<file path="config.mk">
export PLATFORM = sky130hd
export DESIGN_NAME = shift_seq_ctrl
export DESIGN_NICKNAME = d
export VERILOG_FILES = /design/src/rtl/shift_seq_ctrl.sv
export SDC_FILE = /design/constraint.sdc
export NUM_CORES = 1
export LEC_CHECK = 0
export ABC_AREA = 1
export BUFFER_PORTS_ARGS = -buffer_cell sky130_fd_sc_hd__buf_4
export CAP_MARGIN = 20
export CORE_MARGIN = 4
export CORE_UTILIZATION = 45
export CTS_CLUSTER_DIAMETER = 150
export DETAILED_ROUTE_END_ITERATION = 16
export GPL_ROUTABILITY_DRIVEN = 0
export MAX_ROUTING_LAYER = met4
export PLACE_DENSITY = 0.76
export SYNTH_ARGS = -nofsm -noshare
export SYNTH_HDL_FRONTEND = slang
export SYNTH_SLANG_ARGS = --single-unit
</file>
<file path="constraint.sdc">
create_clock -name clk -period 2.4 [get_ports clk]
set_input_delay 0.24 -clock clk [delete_from_list [all_inputs] [get_ports clk]]
set_output_delay 0.24 -clock clk [all_outputs]
set_load 0.02 [all_outputs]
</file>
<file path="src/rtl/shift_seq_ctrl.sv">
// Sequencing controller for a 4-bit universal shift register: one parallel load,
// then a programmed number of left/right shifts (rotate or fill), then a done pulse.
module shift_seq_ctrl (
  input  logic       clk,
  input  logic       rst,
  input  logic       cmd_valid,
  output logic       cmd_ready,
  input  logic       cmd_dir,
  input  logic       cmd_rot,
  input  logic       cmd_fill,
  input  logic [2:0] cmd_cnt,
  input  logic [3:0] cmd_data,
  output logic [1:0] sr_s,
  output logic [3:0] sr_pin,
  output logic       sr_left,
  output logic       sr_right,
  input  logic [3:0] sr_q,
  output logic       busy,
  output logic       done
);

  typedef enum logic [1:0] {
    IDLE  = 2'd0,
    LOAD  = 2'd1,
    SHIFT = 2'd2,
    DONE  = 2'd3
  } state_t;

  localparam logic [1:0] SR_HOLD  = 2'b00;
  localparam logic [1:0] SR_RIGHT = 2'b01;
  localparam logic [1:0] SR_LEFT  = 2'b10;
  localparam logic [1:0] SR_LOAD  = 2'b11;

  // Handshake: a command transfers on a rising edge where cmd_valid and
  // cmd_ready are both 1; cmd_ready is high only in IDLE, so command inputs
  // on every other edge have no effect.

  state_t     state;
  logic [2:0] cnt_q;
  logic       dir_q;
  logic       rot_q;
  logic       fill_q;
  logic [3:0] data_q;

  always_ff @(posedge clk) begin
    if (rst) begin
      state     <= IDLE;
      cnt_q     <= 3'd0;
      dir_q     <= 1'b0;
      rot_q     <= 1'b0;
      fill_q    <= 1'b0;
      data_q    <= 4'd0;
      sr_s      <= SR_HOLD;
      busy      <= 1'b0;
      done      <= 1'b0;
      cmd_ready <= 1'b1;
    end else begin
      case (state)
        IDLE: begin
          if (cmd_valid) begin
            state     <= LOAD;
            cnt_q     <= cmd_cnt;
            dir_q     <= cmd_dir;
            rot_q     <= cmd_rot;
            fill_q    <= cmd_fill;
            data_q    <= cmd_data;
            sr_s      <= SR_LOAD;
            busy      <= 1'b1;
            cmd_ready <= 1'b0;
          end
        end
        LOAD: begin
          if (cnt_q != 3'd0) begin
            state <= SHIFT;
            sr_s  <= dir_q ? SR_LEFT : SR_RIGHT;
          end else begin
            state <= DONE;
            sr_s  <= SR_HOLD;
            done  <= 1'b1;
          end
        end
        SHIFT: begin
          // cnt_q holds the shifts still to perform, including this one.
          cnt_q <= cnt_q - 3'd1;
          if (cnt_q == 3'd1) begin
            state <= DONE;
            sr_s  <= SR_HOLD;
            done  <= 1'b1;
          end
        end
        DONE: begin
          state     <= IDLE;
          done      <= 1'b0;
          busy      <= 1'b0;
          cmd_ready <= 1'b1;
        end
        default: begin
          state     <= IDLE;
          sr_s      <= SR_HOLD;
          done      <= 1'b0;
          busy      <= 1'b0;
          cmd_ready <= 1'b1;
        end
      endcase
    end
  end

  assign sr_pin = data_q;

  // Only the serial input on the active shift side is driven; rotate feeds back
  // the bit leaving the opposite end of the register.
  assign sr_left  = (sr_s == SR_LEFT)  ? (rot_q ? sr_q[3] : fill_q) : 1'b0;
  assign sr_right = (sr_s == SR_RIGHT) ? (rot_q ? sr_q[0] : fill_q) : 1'b0;

endmodule

</file>
==> summary.txt, run 1 <==
Run status
  • Status: finished, final reports clean

Floorplanning
  • Core ar.: 0.00178 sq mm
  • Num ports: 28
  • Die height: 52.3 microns
  • Die ar.: 0.00273 sq mm
  • Die width: 52.3 microns
  • Initial Util: 49.5%
  • # rows: 15

STA
  • Max Slew Vio Count: 0
  • Final min period: 1.55 ns
  • Final setup vio count: 0
  • Fmax: 646 MHz
  • Rel. slew slack: 76.4%
  • Worst Skew: 0.00779 ns
  • Fin crit share: 64.5%
  • Worst-Margin Slew: 0.354 ns
  • Fin Setup TNS: 0 ns
  • Hold slack: 0.137 ns
  • Fin. Hold Viols: 0
  • Unrepaired setup endpoints after global routing: no

Clock network
  • Sink Count: 17
  • Post-CTS Resized: 0
  • Worst-skew pair later-pin latency: 0.29 ns
  • CTS tree: yes
  • CTS H-tree lvls: 1
  • Post-CTS Setup Repair Bufs: 0
  • CTS buffer count: 3
  • Reg clk slew, reported paths: 0.10 ns
  • Cts hold-fix bufs: 0
  • Clk buf depth: 2
  • Root Driver: clkbuf_4

Global route
  • Grt met2 use: 25.3%
  • Total track usage: 14.9%
  • Grt met1 use: 16.9%
  • Vias in the first global route: 726
  • Total gr overflow: 0
  • Met3 usage: 2.56%
  • First-pass GRT wire length: 2980 microns
  • GR peak layer: met2
  • Initial antenna violation count: 0
  • Largest net degree at the start of global routing: 14

Layout
  • # fillers: 171
  • Area delta synth->final: 26.4%
  • Design Area, Final: 0.00111 sq mm
  • # diodes: 0
  • Share of cells above drive strength 1: 22.1%
  • Layout Nets: 179

Power
  • Clock group share of total power: 11.8%
  • Switch Pwr: 0.000589 W
  • Sw Ratio: 44.8%
  • Comb power frac: 53.9%
  • Pwr Total: 0.00131 W
  • Maximum vdd drop: 0.000613 V
  • Sequential share of power: 34.4%
  • Pwr dens: 1180 mW/mm^2
  • Leakage: 0.553 nW
  • P_int: 0.000725 W

Route
  • Vias: 843
  • ANT nets after route: 0
  • DR vias/cell: 4.71
  • DRT Pass-1 Iters: 4
  • WL/cell: 9.98 microns
  • DRT Wirelength: 1790 microns
  • DRC errors left: 0
  • Drt first-iter violations: 10

Synth
  • Sequential fraction of the synthesis area: 38.6%
  • Synth Instances: 127
  • Post-Syn Nets: 151
  • Synthesized area: 882 sq um
  • Flops & latches, synth: 17
  • Avg Cell Area, Syn: 6.95 sq um
  • Yosys cell types: 18
  • Syn. warnings: 0

Job
  • Max_cap viols: 0

Placed design
  • Port Buffers: 25
  • Placed cell area: 0.00108 sq mm
  • Dpl hpwl: 1410 microns

Critical path
  • WP data arrival: 1.73 ns
  • Nature of the critical path startpoint: flip-flop
  • Critical Path RT: 2.58 ns
  • Worst Setup Path Type: reg -> reg
  • Worst-path fanout max: 12
  • Crit end category: flip-flop

Min path
  • Worst min-delay path class: in -> reg
==> cells in the final DEF (no fill, tap or decap) <==
master	count
or2_0	1
nor3_1	2
clkbuf_4	3
o211ai_1	1
nand3_1	8
or2_2	1
dfxtp_1	17
nand2_2	1
ha_1	7
o21ai_2	1
inv_2	2
a21oi_1	7
o21ai_0	15
nand2_1	24
inv_1	15
buf_4	25
nand4_1	1
clkinvlp_4	1
nor2_1	22
==> sequential cells by signal (all words and copies together), names as in the netlist, 2 cells and up <==
signal  flops
sr_pin      4
state       2
cnt_q       3
sr_s        2
==> layout make-up <==
| class | instances | area [sq um] | share of cell area (%) |
|---|---|---|---|
| clock buffer | 3 | 22.5 | 2.02 |
| clock inverter | 1 | 7.51 | 0.673 |
| inverter | 17 | 63.8 | 5.72 |
| multi-input combinational | 91 | 462 | 41.4 |
| sequential | 17 | 340 | 30.5 |
| tap | 25 | 31.3 | 2.81 |
| timing repair buffer | 25 | 188 | 16.8 |
==> cells by family after synthesis <==
logic type	synth area share (%)
simple gates	28.1
flops	38.6
compound gates	14.3
fa+ha+maj	9.93
buf+inv	9.08
==> path summary, 6_finish.rpt <==
kind / startpoint / end / slack (ns) / cells past startpoint
setup / recovery: state[1]$_SDFFE_PP0P_ / cmd_ready$_SDFFE_PP1P_ / 0.85 / 7
hold / removal: rst / busy$_SDFFE_PP0P_ / 0.14 / 2
setup reg to reg: state[1]$_SDFFE_PP0P_ / cmd_ready$_SDFFE_PP1P_ / 0.85 / 7
hold reg to reg: fill_q$_SDFFE_PP0P_ / fill_q$_SDFFE_PP0P_ / 0.47 / 2
==> cells in the mapped netlist <==
library cell / count / area (sq um)
nand2_2: 1 / 6.26
dfxtp_1: 17 / 340
nand2_1: 24 / 90.1
buf_6: 1 / 11.3
a21oi_1: 7 / 35.0
o211ai_1: 1 / 7.51
inv_1: 15 / 56.3
nor3_1: 2 / 10.0
nand4_1: 1 / 6.26
or2_0: 1 / 6.26
o21ai_2: 1 / 8.76
o21ai_0: 15 / 75.1
nor2_1: 22 / 82.6
inv_2: 2 / 7.51
buf_2: 1 / 5.00
or2_2: 1 / 6.26
ha_1: 7 / 87.6
nand3_1: 8 / 40.0
==> routing by layer <==
layer	vias up	routed length [microns]	part of all wire (%)
met5	-	0	0
met2	15	857	48
met4	0	29	1.6
met3	4	72	4.0
met1	366	828	46
li1	458	-	-
==> stage by stage <==
| step | setup slack, ns | instances | util [%] |
|---|---|---|---|
| detailed placement | 0.865 | 175 | 60.8 |
| global route | 0.691 | 179 | 62.5 |
| floorplan | 1.08 | 127 | - |
| global placement | 0.869 | 175 | 60.8 |
| finish | 0.851 | 179 | 62.5 |
| CTS | 0.853 | 179 | 62.5 |
==> power by group through the flow <==
stage	Clock, W	Sequential [W]	Combinational [W]
finish	0.000155	0.000452	0.000707
global route	0.000176	0.000466	0.000808
CTS	0.000161	0.000451	0.000715
detailed placement	0	0.000458	0.000710
global placement	0	0.000454	0.000693
floorplan	0	0.000515	0.000459
==> critical path: stages (launching register included) <==
cell and delay (ns):
dfxtp_1 0.35, inv_1 0.10, ha_1 0.29, nand2_1 0.28, inv_2 0.21, nand2_1 0.08
o21ai_0 0.07, nand2_1 0.07
(Power assumes the default switching activity.)
==> run 2: changes to the inputs <==
Clock period 2.4 ns to 1.49 ns, I/O delays scaled along.
==> run 2 against run 1 <==
Compared with the run above:
- clock power is 67% higher
- via count is 1.3% higher
- sequential power is 62% higher
- flip-flop and latch count stayed put
- critical path depth stayed put
- clock-buffer cell count stayed put
- largest power group unchanged
==> summary.txt, run 2 (synthesized netlist as in run 1, its figures left out) <==
Global route
  • Largest net degree at the start of global routing: 14 (unchanged)
  • Initial antenna violation count: 0 (unchanged)
  • Vias in the first global route: 742 (+2.2%)
  • Total track usage: 15.5% (+0.56 points)
  • Total gr overflow: 0 (unchanged)
  • First-pass GRT wire length: 3030 microns (+1.6%)

Critical path
  • Worst Reg-to-Reg Cells: 7 (unchanged)
  • Critical path's largest stage delay: 0.39 ns (+0.04 ns)
  • Crit path cell chain: inv_1, ha_1, buf_4, o21ai_2, inv_1, nor2_1, nor2_1
  • Reg2reg start: state[1]$_SDFFE_PP0P_
  • Nature of the critical path startpoint: flip-flop
  • WP data arrival: 1.61 ns (-0.12 ns)
  • R2R Setup Slk: 0.08 ns (-0.78 ns)
  • Endpoint of the lowest-slack register-to-register path: cnt_q[1]$_SDFFE_PP0P_
  • Critical path destination: cnt_q[1]$_SDFFE_PP0P_
  • Worst Setup Path Type: reg -> reg
  • Critical Path RT: 1.69 ns (-0.89 ns)
  • Crit end category: flip-flop
  • Crit path from: state[1]$_SDFFE_PP0P_
  • CP max stage cell: dfxtp_1
  • Worst-path fanout max: 5 (-7)

Floorplanning
  • Initial Util: 49.5% (unchanged)
  • # rows: 15 (unchanged)
  • Die width: 52.3 microns (unchanged)
  • Num ports: 28 (unchanged)
  • Die height: 52.3 microns (unchanged)
  • Die ar.: 0.00273 sq mm (unchanged)
  • Core ar.: 0.00178 sq mm (unchanged)

Layout
  • # fillers: 157 (-8.2%)
  • Layout Nets: 182 (+1.7%)
  • Multi-input logic area: 464 sq um (+0.54%)
  • Max reg flops: 4 (unchanged)
  • Most frequent cells in the layout: 28 x buf_4, 24 x nand2_1, 21 x nor2_1
  • Area delta synth->final: 29.4%
  • Share of cells above drive strength 1: 24.8% (+2.8 points)
  • Register area: 342 sq um (+0.37%)
  • # diodes: 0 (unchanged)
  • Core Util, Final: 64.0% (+1.5 points)
  • Commonest non-fill, non-tap cell in the layout: buf_4

STA
  • Fin. Hold Viols: 0 (unchanged)
  • Unrepaired setup endpoints after global routing: no
  • Rel. slew slack: 79.0% (+2.7 points)
  • Worst Skew: 0.00536 ns (-0.00243 ns)
  • Fin crit share: 94.9% (+30 points)
  • Final min period: 1.41 ns (-0.134 ns)
  • Fin Setup TNS: 0 ns (unchanged)
  • Final setup vio count: 0 (unchanged)
  • Fmax: 707 MHz (+9.5%)
  • Worst-Margin Slew: 0.315 ns (-0.0393 ns)
  • Max Slew Vio Count: 0 (unchanged)

Placed design
  • Dpl hpwl: 1470 microns (+4.7%)
  • Port Buffers: 25 (unchanged)

Route
  • Drt first-iter violations: 10 (unchanged)
  • Vias: 854 (+1.3%)
  • DRC errors left: 0 (unchanged)
  • DR vias/cell: 4.69 (-0.36%)
  • DRT Wirelength: 1840 microns (+2.8%)
  • ANT nets after route: 0 (unchanged)
  • DRT Pass-1 Iters: 4 (unchanged)
  • WL/cell: 10.1 microns (+1.1%)

Clock network
  • Post-CTS Setup Repair Bufs: 0 (unchanged)
  • CTS buffer count: 3 (unchanged)
  • Reg clk slew, reported paths: 0.11 ns (about the same)
  • CTS H-tree lvls: 1 (unchanged)
  • Root Driver: clkbuf_4
  • Sink Count: 17 (unchanged)
  • Clk buf depth: 2 (unchanged)
  • Worst-skew pair later-pin latency: 0.29 ns (about the same)
  • CTS tree: yes

Power
  • Maximum vdd drop: 0.000927 V (+51%)
  • Leakage: 0.567 nW (+2.5%)
  • Pwr dens: 1920 mW/mm^2 (+63%)

Min path
  • Worst min-delay path class: in -> reg

Job
  • Max_cap viols: 0 (unchanged)

Run status
  • Status: finished, final reports clean
## run 2: cell types whose count changed in the layout (fill, tap and decap cells not counted)
| cell | delta |
|---|---|
| dfxtp_2 | +1 |
| nor2_2 | +1 |
| nor2_1 | -1 |
| buf_4 | +3 |
| dfxtp_1 | -1 |
## run 2: area by class of cell
class                      count  share of cell area, %
tap                           25                   2.74
clock buffer                   3                   1.97
timing repair buffer          28                   18.4
inverter                      17                   5.59
sequential                    17                   29.9
clock inverter                 1                  0.658
multi-input combinational     91                   40.7
## run 2: per-stage QoR
stage / setup slack [ns] / cell area (sq um) / instances / hold WS (ns) / power (W)
5_1_grt: 0.00566 / 1140 / 182 / 0.0164 / 0.00241
2_1_floorplan: 0.168 / 882 / 127 / 0.218 / 0.00157
3_5_place_dp: 0.0587 / 1110 / 178 / 0.360 / 0.00194
6_report: 0.0753 / 1140 / 182 / 0.0440 / 0.00219
3_3_place_gp: 0.126 / 1110 / 178 / 0.359 / 0.00190
4_1_cts: 0.0420 / 1140 / 182 / 0.0238 / 0.00221
## run 2: per-layer routing
layer	global-route usage (%)	up-vias	routed length, microns
met2	25.3	17	913
met4	10.2	0	22
met1	17.4	369	822
met3	2.56	2	79
li1	-	466	-
met5	-	-	0
## run 2: what timing repair did
item | 4_1_cts | 5_1_grt
endpoints found under the setup margin | 0 | 5
gates resized for setup | 0 | 2
hold buffers | 0 | 0
## run 2: worst min path at each step
stage                     from                    end  slack [ns]  cells after the start
after floorplan            rst      busy$_SDFFE_PP0P_        0.22                      1
after global placement     rst  state[0]$_SDFFE_PP0P_        0.36                      2
after detailed placement   rst      busy$_SDFFE_PP0P_        0.36                      2
after CTS                  rst      busy$_SDFFE_PP0P_        0.02                      2
after global routing       rst      busy$_SDFFE_PP0P_        0.02                      2
final                      rst  state[0]$_SDFFE_PP0P_        0.04                      2
## run 2: power breakdown
group | leakage [nW] | switching (W) | internal, W | total, W
clock | 0.0139 | 0.000157 | 0.000102 | 0.000259
sequential | 0.141 | 0.000106 | 0.000624 | 0.000730
combinational | 0.412 | 0.000709 | 0.000491 | 0.00120
total | 0.567 | 0.000972 | 0.00122 | 0.00219
## run 2: critical path: cells and delay by family, from the launching register on
family	cells	cell delay (ns)
flops	1	0.39
buf+inv	3	0.33
simple gates	2	0.18
fa+ha+maj	1	0.20
compound gates	1	0.22
==> run 3: changes to the inputs <==
Clock period 1.49 ns to 1.55 ns, I/O delays scaled along.
==> run 3 against run 2 <==
Compared with the run above:
- power decreased by 5.5%
- cell count decreased by 1.1%
- clock skew decreased by 0.0050 ns
- clock-buffer cell count unchanged
- combinational power decreased by 6%
- register-to-register slack improved by 0.12 ns
- sequential share of layout area increased by 0.40 points
- non-clock buffer count decreased by 2
- worst setup slack improved by 0.12 ns
- wire length decreased by 1.9%
==> summary.txt, run 3 (synthesized netlist as in run 1, its figures left out) <==
Layout
  • Share of cells above drive strength 1: 23.9% (-0.97 points)
  • Commonest non-fill, non-tap cell in the layout: buf_4
  • Register area: 342 sq um (unchanged)
  • Multi-input logic area: 464 sq um (unchanged)
  • # fillers: 173 (+10%)
  • Max reg flops: 4 (unchanged)
  • Most frequent cells in the layout: 26 x buf_4, 24 x nand2_1, 22 x nor2_1
  • # diodes: 0 (unchanged)
  • Core Util, Final: 63.2% (-0.84 points)
  • Layout Nets: 180 (-1.1%)
  • Area delta synth->final: 27.7%

STA
  • Worst-Margin Slew: 0.331 ns (+0.0166 ns)
  • Fin. Hold Viols: 0 (unchanged)
  • Rel. slew slack: 77.9% (-1.1 points)
  • Fin crit share: 87.2% (-7.7 points)
  • Final setup vio count: 0 (unchanged)
  • Worst Skew: 0.000380 ns (-0.00498 ns)
  • Fin Setup TNS: 0 ns (unchanged)
  • Unrepaired setup endpoints after global routing: no
  • Max Slew Vio Count: 0 (unchanged)
  • Final min period: 1.35 ns (-0.0624 ns)
  • Fmax: 739 MHz (+4.6%)

Route
  • Vias: 841 (-1.5%)
  • ANT nets after route: 0 (unchanged)
  • DRT Pass-1 Iters: 4 (unchanged)
  • DRT Wirelength: 1800 microns (-1.9%)
  • DRC errors left: 0 (unchanged)
  • Drt first-iter violations: 13 (+3)
  • WL/cell: 10.0 microns (-0.76%)
  • DR vias/cell: 4.67 (-0.43%)

Job
  • Max_cap viols: 0 (unchanged)

Power
  • Switch Pwr: 0.000923 W (-5.0%)
  • Maximum vdd drop: 0.000969 V (+4.5%)
  • Comb power frac: 54.4% (-0.4 points)
  • Sw Ratio: 44.6% (+0.22 points)
  • Leakage: 0.557 nW (-1.8%)
  • Clock group share of total power: 11.6% (-0.2 points)
  • Pwr dens: 1840 mW/mm^2 (-4.2%)
  • P_int: 0.00115 W (-5.8%)
  • Sequential share of power: 33.9% (+0.6 points)

Critical path
  • Endpoint of the lowest-slack register-to-register path: sr_pin[2]$_SDFFE_PP0P_
  • Nature of the critical path startpoint: flip-flop
  • Worst Reg-to-Reg Cells: 6 (-1)
  • WP data arrival: 1.54 ns (-0.07 ns)
  • Crit path cell chain: inv_1, ha_2, nand2_1, buf_4, o21ai_0, nor2_1
  • Worst Setup Path Type: reg -> reg
  • Critical path's largest stage delay: 0.35 ns (-0.04 ns)
  • Critical Path RT: 1.74 ns (+0.05 ns)
  • R2R Setup Slk: 0.20 ns (+0.12 ns)
  • CP delay by family, top: flip-flops
  • Crit end category: flip-flop
  • Critical path buffers and inverters: 2 (-1)
  • Reg2reg start: state[1]$_SDFFE_PP0P_
  • Worst-path fanout max: 8 (+3)
  • CP max stage cell: dfxtp_1

Global route
  • Largest net degree at the start of global routing: 14 (unchanged)
  • GR peak layer: met2
  • Total track usage: 14.6% (-0.89 points)
  • Grt met1 use: 17.1% (-0.29 points)
  • Met3 usage: 2.85% (+0.28 points)
  • Vias in the first global route: 733 (-1.2%)
  • Total gr overflow: 0 (unchanged)
  • Initial antenna violation count: 0 (unchanged)
  • First-pass GRT wire length: 2950 microns (-2.7%)
  • Grt met2 use: 24.5% (-0.84 points)

Floorplanning
  • Core ar.: 0.00178 sq mm (unchanged)
  • Initial Util: 49.5% (unchanged)
  • # rows: 15 (unchanged)
  • Die width: 52.3 microns (unchanged)
  • Num ports: 28 (unchanged)
  • Die height: 52.3 microns (unchanged)
  • Die ar.: 0.00273 sq mm (unchanged)

Run status
  • Status: finished, final reports clean

Clock network
  • Post-CTS Resized: 0 (unchanged)
  • Worst-skew pair later-pin latency: 0.28 ns (about the same)
  • Clk buf depth: 2 (unchanged)
  • Sink Count: 17 (unchanged)
  • CTS H-tree lvls: 1 (unchanged)
  • Root Driver: clkbuf_4
  • CTS tree: yes
  • Post-CTS Setup Repair Bufs: 0 (unchanged)
  • CTS buffer count: 3 (unchanged)
  • Cts hold-fix bufs: 0 (unchanged)
  • Reg clk slew, reported paths: 0.10 ns (about the same)

Placed design
  • Port Buffers: 25 (unchanged)
  • Dpl hpwl: 1430 microns (-3.1%)

Min path
  • Hold endpoint: state[0]$_SDFFE_PP0P_
  • Worst min-delay path class: in -> reg
  • WHS Path Cells: 2 (unchanged)
  • Hold path startpoint: rst
[run 3: changes by cell type in the layout (fill, tap and decap cells not counted)]
cell	delta
buf_4	-2
ha_1	-1
ha_2	+1
nor2_1	+1
nor2_2	-1
[run 3: worst reg2reg max path, stage by stage (launching register included)]
cell     delay [ns]
dfxtp_1        0.35
inv_1          0.11
ha_2           0.25
nand2_1        0.15
buf_4          0.20
o21ai_0        0.16
nor2_1         0.05
[run 3: stage by stage]
step / cell area [sq um] / cells / hold slack [ns] / power [W] / setup WS (ns)
2_1_floorplan: 882 / 127 / 0.224 / 0.00151 / 0.228
3_3_place_gp: 1090 / 176 / 0.363 / 0.00179 / 0.181
3_5_place_dp: 1090 / 176 / 0.365 / 0.00182 / 0.154
4_1_cts: 1120 / 180 / 0.0520 / 0.00207 / 0.127
5_1_grt: 1130 / 180 / 0.0474 / 0.00226 / 0.0376
6_report: 1130 / 180 / 0.0474 / 0.00207 / 0.198
[run 3: worst max-delay path by stage]
stage,start,end,slack [ns],depth (start not counted)
floorplan,state[0]$_SDFFE_PP0P_,cmd_ready$_SDFFE_PP1P_,0.23,7
global placement,state[0]$_SDFFE_PP0P_,sr_s[1]$_SDFFE_PP0P_,0.18,6
detailed placement,state[1]$_SDFFE_PP0P_,sr_pin[2]$_SDFFE_PP0P_,0.15,6
CTS,state[1]$_SDFFE_PP0P_,sr_pin[2]$_SDFFE_PP0P_,0.13,6
global route,rot_q$_SDFFE_PP0P_,sr_left,0.04,4
finish,state[1]$_SDFFE_PP0P_,sr_pin[2]$_SDFFE_PP0P_,0.20,6
[run 3: layout make-up]
type	count	area share, %
Inverter	17	5.67
Tap cell	25	2.78
Timing Repair Buffer	26	17.3
Sequential cell	17	30.3
Multi-Input combinational cell	91	41.2
Clock inverter	1	0.667
Clock buffer	3	2.00
[run 3: metal layers]
layer  vias up  share of wire [%]
met5         -                  0
met4         0               0.83
met3         2                3.7
met2        13                 50
met1       366                 46
li1        460                  -
[run 3: power groups by stage]
stage                     Clock (W)  Combinational, W  Sequential (W)
after floorplan                   0          0.000711        0.000798
after global placement            0           0.00109        0.000703
after detailed placement          0           0.00111        0.000708
after CTS                  0.000251           0.00112        0.000698
after global routing       0.000270           0.00126        0.000725
final                      0.000241           0.00113        0.000702
